===== src/rtl/cfg_chain_loader.sv =====
// cfg_chain_loader
//   Loads a serial bitstream into a chain of scan/configurable flip-flops.
//   Sequence: clear the chain, then shift exactly CHAIN_LEN bits under a
//   valid/ready handshake, then wait a settle time, then release CFGE.
//
// Ports
//   CK, RST      clock, synchronous active-high reset
//   start        begin (re)configuration (IDLE/ACTIVE only)
//   abort        cancel the load in progress (CLEAR/SHIFT/SETTLE only)
//   bit_valid    bit_in carries a valid bit
//   bit_in       next bitstream bit (the first bit ends in the last FF)
//   bit_ready    a bit is accepted this cycle (combinational: state == SHIFT)
//   chain_rst    active-high reset to the chain
//   chain_ce     one-cycle shift strobe to the chain
//   SE, SI       scan enable / scan data to the chain head
//   CFGE         configuration release
//   busy         high while clearing, shifting or settling
//   done         one-cycle pulse when CFGE rises
//   err          one-cycle pulse when a load is aborted
//   bits_loaded  number of bits accepted in the current/last load
module cfg_chain_loader #(
    parameter int unsigned CHAIN_LEN     = 64,
    parameter int unsigned CLR_CYCLES    = 2,
    parameter int unsigned SETTLE_CYCLES = 2,
    parameter int unsigned CNT_W         = $clog2(CHAIN_LEN + 1)
) (
    input  logic             CK,
    input  logic             RST,
    input  logic             start,
    input  logic             abort,
    input  logic             bit_valid,
    input  logic             bit_in,
    output logic             bit_ready,
    output logic             chain_rst,
    output logic             chain_ce,
    output logic             SE,
    output logic             SI,
    output logic             CFGE,
    output logic             busy,
    output logic             done,
    output logic             err,
    output logic [CNT_W-1:0] bits_loaded
);

    localparam int unsigned TMR_MAX = (CLR_CYCLES > SETTLE_CYCLES) ? CLR_CYCLES : SETTLE_CYCLES;
    localparam int unsigned TMR_W   = $clog2(TMR_MAX + 1);

    localparam logic [CNT_W-1:0] LAST_BIT    = CNT_W'(CHAIN_LEN - 1);
    localparam logic [CNT_W-1:0] FULL_COUNT  = CNT_W'(CHAIN_LEN);
    localparam logic [TMR_W-1:0] CLR_LAST    = TMR_W'(CLR_CYCLES - 1);
    // SETTLE spends one cycle on the final strobe plus SETTLE_CYCLES idle cycles.
    localparam logic [TMR_W-1:0] SETTLE_LAST = TMR_W'(SETTLE_CYCLES);

    typedef enum logic [2:0] {
        S_IDLE,
        S_CLEAR,
        S_SHIFT,
        S_SETTLE,
        S_ACTIVE
    } state_e;

    state_e           state_q, state_d;
    logic [TMR_W-1:0] tmr_q, tmr_d;
    logic [CNT_W-1:0] bits_loaded_q, bits_loaded_d;
    logic             chain_rst_q, chain_rst_d;
    logic             chain_ce_q, chain_ce_d;
    logic             se_q, se_d;
    logic             si_q, si_d;
    logic             cfge_q, cfge_d;
    logic             busy_q, busy_d;
    logic             done_q, done_d;
    logic             err_q, err_d;
    logic             accept;

    always_comb begin
        state_d       = state_q;
        tmr_d         = tmr_q;
        bits_loaded_d = bits_loaded_q;
        si_d          = si_q;
        err_d         = 1'b0;
        accept        = 1'b0;

        case (state_q)
            S_IDLE, S_ACTIVE: begin
                if (start) begin
                    state_d       = S_CLEAR;
                    tmr_d         = '0;
                    bits_loaded_d = '0;
                end
            end
            S_CLEAR: begin
                if (abort) begin
                    state_d = S_IDLE;
                    err_d   = 1'b1;
                end else if (tmr_q == CLR_LAST) begin
                    state_d = S_SHIFT;
                    tmr_d   = '0;
                end else begin
                    tmr_d = tmr_q + TMR_W'(1);
                end
            end
            S_SHIFT: begin
                // abort takes priority over a bit offered in the same cycle
                if (abort) begin
                    state_d = S_IDLE;
                    err_d   = 1'b1;
                end else if (bit_valid) begin
                    accept = 1'b1;
                    si_d   = bit_in;
                    if (bits_loaded_q != FULL_COUNT) begin
                        bits_loaded_d = bits_loaded_q + CNT_W'(1);
                    end
                    if (bits_loaded_q == LAST_BIT) begin
                        state_d = S_SETTLE;
                        tmr_d   = '0;
                    end
                end
            end
            S_SETTLE: begin
                if (abort) begin
                    state_d = S_IDLE;
                    err_d   = 1'b1;
                end else if (tmr_q == SETTLE_LAST) begin
                    state_d = S_ACTIVE;
                end else begin
                    tmr_d = tmr_q + TMR_W'(1);
                end
            end
            default: state_d = S_IDLE;
        endcase

        // Registered outputs are a function of the state being entered, so they
        // line up with the state they describe rather than lagging by a cycle.
        chain_rst_d = (state_d == S_CLEAR);
        chain_ce_d  = accept;
        se_d        = accept | (state_d == S_SHIFT);
        cfge_d      = (state_d == S_ACTIVE);
        done_d      = (state_d == S_ACTIVE) && (state_q != S_ACTIVE);
        busy_d      = (state_d == S_CLEAR) || (state_d == S_SHIFT) || (state_d == S_SETTLE);
    end

    always_ff @(posedge CK) begin
        if (RST) begin
            state_q       <= S_IDLE;
            tmr_q         <= '0;
            bits_loaded_q <= '0;
            chain_rst_q   <= 1'b0;
            chain_ce_q    <= 1'b0;
            se_q          <= 1'b0;
            si_q          <= 1'b0;
            cfge_q        <= 1'b0;
            busy_q        <= 1'b0;
            done_q        <= 1'b0;
            err_q         <= 1'b0;
        end else begin
            state_q       <= state_d;
            tmr_q         <= tmr_d;
            bits_loaded_q <= bits_loaded_d;
            chain_rst_q   <= chain_rst_d;
            chain_ce_q    <= chain_ce_d;
            se_q          <= se_d;
            si_q          <= si_d;
            cfge_q        <= cfge_d;
            busy_q        <= busy_d;
            done_q        <= done_d;
            err_q         <= err_d;
        end
    end

    assign bit_ready   = (state_q == S_SHIFT);
    assign chain_rst   = chain_rst_q;
    assign chain_ce    = chain_ce_q;
    assign SE          = se_q;
    assign SI          = si_q;
    assign CFGE        = cfge_q;
    assign busy        = busy_q;
    assign done        = done_q;
    assign err         = err_q;
    assign bits_loaded = bits_loaded_q;

endmodule


===== config.mk =====
export PLATFORM = sky130hd
export DESIGN_NAME = cfg_chain_loader
export DESIGN_NICKNAME = d
export VERILOG_FILES = /design/src/rtl/cfg_chain_loader.sv
export SDC_FILE = /design/constraint.sdc
export NUM_CORES = 1
export LEC_CHECK = 0
export CAP_MARGIN = 40
export CORE_MARGIN = 2
export CORE_UTILIZATION = 30
export DETAILED_ROUTE_END_ITERATION = 10
export MAX_ROUTING_LAYER = met4
export SYNTH_ARGS = -nofsm -noshare
export SYNTH_HDL_FRONTEND = slang
export SYNTH_SLANG_ARGS = --single-unit

===== constraint.sdc =====
create_clock -name CK -period 1.59 [get_ports CK]
set_input_delay 0.318 -clock CK [delete_from_list [all_inputs] [get_ports CK]]
set_output_delay 0.318 -clock CK [all_outputs]
set_load 0.005 [all_outputs]

==> results.ini <==
[run_status]
status = finished, final reports clean

[finish]
area_growth_pct = 55.8
diodes = 0
finalNetCount = 162
final_cell_area_sq_um = 1510
largest_reg_flops = 7
fin_cells = 194
drive_gt1_share_pct = 34.7

[logic_synthesis]
synth.distinct_cells = 36
synth_area_leaders = dfxtp_1, ha_1, nor2_1, a21oi_1, nand2_1
syn_area_per_cell_sq_um = 8.80
ys_warn_count = 0
synth.net_count = 121
synth_area_sq_um = 968
synth-seq-area-share_pct = 41.3
yosys.area.top_type = dfxtp_1
syn_inst = 110
synth_top_area_share_pct = 41.3
ys_ff_latch = 20

[setup_path]
cp_top_family = simple AND/OR/NAND/NOR gates
worstPathArrival_ps = 1800
crit_path_top_delay_cell = dfxtp_2
crit_buf_inv = 2
worstSetupPathType = reg2reg
critPathCaptureType = flip-flop
cp.required_ps = 1810
cp-start-kind = flip-flop
slowest_delay_ps = 360
critPathMaxFanout = 4
path_cells = ha_2, inv_1, or3_1, o311ai_2, buf_4, nand2_1, o31ai_1

[power_and_ir_drop]
leakagePower_uw = 0.000560
power_uw = 1060
power.density_nw_per_um2 = 700
ir_worst_vdd_v = 0.000776

[timing]
hold_viol_final = 0
whs_ps = 511
rsz0062_at_grt = true
period_share_pct = 99.7
finalMaxSlewViolations = 0
final-setup-viol-count = 0
relSlewSlack_pct = 76.2
period_minus_slack_ps = 1590
worstMarginPinSlew_ps = 348
fin_skew_ps = 1.25
fmax_mhz = 631

[placement]
dp.cells = 189
port_buffers = 21
dp_hpwl_mm = 1.76
placed_area_sq_um = 1350
gp_congestion = 0.836

[clock_tree]
worst_skew_pair.late_latency_ps = 300
clock_tree.buffer_depth = 2
clockRootBuffer = clkbuf_4
htreeDepth = 1
clk_pin_slew_ps = 120
cts-hold-fix-buffers = 0
cts_tree = yes
cts.sinks = 20
cts-buffers-inserted = 3

[floorplan]
core_area_sq_um = 3050
die_area_sq_um = 3700
die_x_um = 60.8
start_util_pct = 31.7
rows = 20
io_pins = 22
die_y_um = 60.8

[drt]
drc = 0
vias_per_cell = 4.98
wl_mm = 2.48
drtIter0Drc = 40
avgRoutedWirePerCell_um = 12.8
ant_nets = 0
via_count = 966
firstDrtPassIters = 4

[global_route]
overflow = 0
antenna_found_initial = 0
grt_max_degree = 13
first_global_vias = 919
grt.total_usage_pct = 15.0
grt_pass1_wl_mm = 4.04

[worst_hold_path]
holdCritPathClass = in2reg

[run]
maxCapViolations = 0

[worst reg2reg max path, stage by stage, from the launching register on]
cell and delay [ps]:
dfxtp_2 360, ha_2 190, inv_1 70, or3_1 360, o311ai_2 230, buf_4 170, nand2_1 50, o31ai_1 80
[metal layers]
metal	part of all wire (%)	GRT usage [%]	up-vias
met3	7.2	4.05	2
met1	42	18.2	457
met4	0.40	2.48	0
li1	-	-	471
met2	51	25.2	36
met5	0	-	-
[final cells by class]
| type | instances | area [sq um] |
|---|---|---|
| multi-input cells | 80 | 617 |
| well taps | 44 | 55.1 |
| fillers | 301 | 1540 |
| repair buffers | 40 | 342 |
| inverters | 6 | 22.5 |
| clock buffers | 3 | 22.5 |
| clock inverters | 1 | 30.0 |
| flip-flops and latches | 20 | 420 |
[through the flow]
stage,utilization [%],TNS (ps),worst slack [ps]
2_1_floorplan,-,0,4.91
3_3_place_gp,44.3,-4000,-477
3_5_place_dp,44.3,-4610,-530
4_1_cts,47.3,0,7.54
5_1_grt,49.4,-295,-100
6_report,49.4,0,4.45
[report_power, final]
group	internal (uW)	total [uW]	leakage [uW]	switching (uW)
logic	64.4	124	0.000364	60.0
clock network	255	416	0.0000279	161
registers	506	516	0.000168	9.63
[synthesized netlist by cell type, drive strengths merged]
cell type and instances:
dfxtp 20, nor2 11, nand2 9, a21oi 7, inv 6, ha 5
o21ai 5, or3 4, a2111oi 3, nand2b 3, nor2b 3, xnor2 3
a211o 2, a31o 2, and2 2, buf 2, clkbuf 2, nand4 2
nor3 2, nor3b 2, o31ai 2, o32ai 2, a211oi 1, a21o 1
a31oi 1, mux2i 1, nand3 1, nor4 1, nor4b 1, o21a 1
o311ai 1, or2 1, or4 1
[logic make-up (layout without fill, tap and decap cells)]
| group | Yosys count | in the layout | share of synthesized area [%] |
|---|---|---|---|
| DFF | 20 | 20 | 41.3 |
| AOI/OAI and AO/OA | 28 | 28 | 20.4 |
| buffers and inverters | 10 | 50 | 4.39 |
| adders and majority gates | 5 | 5 | 6.46 |
| and+or+nand+nor | 43 | 43 | 23.6 |
| muxes | 1 | 1 | 1.03 |
| xor gates and xnor gates | 3 | 3 | 2.71 |
[path summary, 6_finish.rpt]
check | from | end | slack [ps] | cells after the start
min reg2reg | bits_loaded[5] | bits_loaded[5] | 530 | 2
min | abort | err | 510 | 2
max reg2reg | bits_loaded[0] | tmr_q[0] | 4 | 7
max | bits_loaded[0] | tmr_q[0] | 4 | 7
[cells in the final DEF, fill, tap and decap left out, types with 3 or more instances in the layout]
cell	synthesis	routed
a21oi_1	7	6
buf_4	1	19
clkbuf_4	0	3
clkdlybuf4s50_1	0	15
dfxtp_1	20	10
dfxtp_2	0	7
dfxtp_4	0	3
dlygate4sd2_1	0	5
ha_2	0	3
inv_1	6	5
nand2_1	9	9
nor2_1	11	10
o21ai_0	5	4
or3_1	4	4
xnor2_1	3	3
[what timing repair did]
item,in CTS,in global routing
gates resized for setup,18,22
cloned,0,0
setup endpoints to repair,15,14
setup buffers,1,0
pin swaps,6,7
Note: power is estimated with default switching activity, not from simulation.
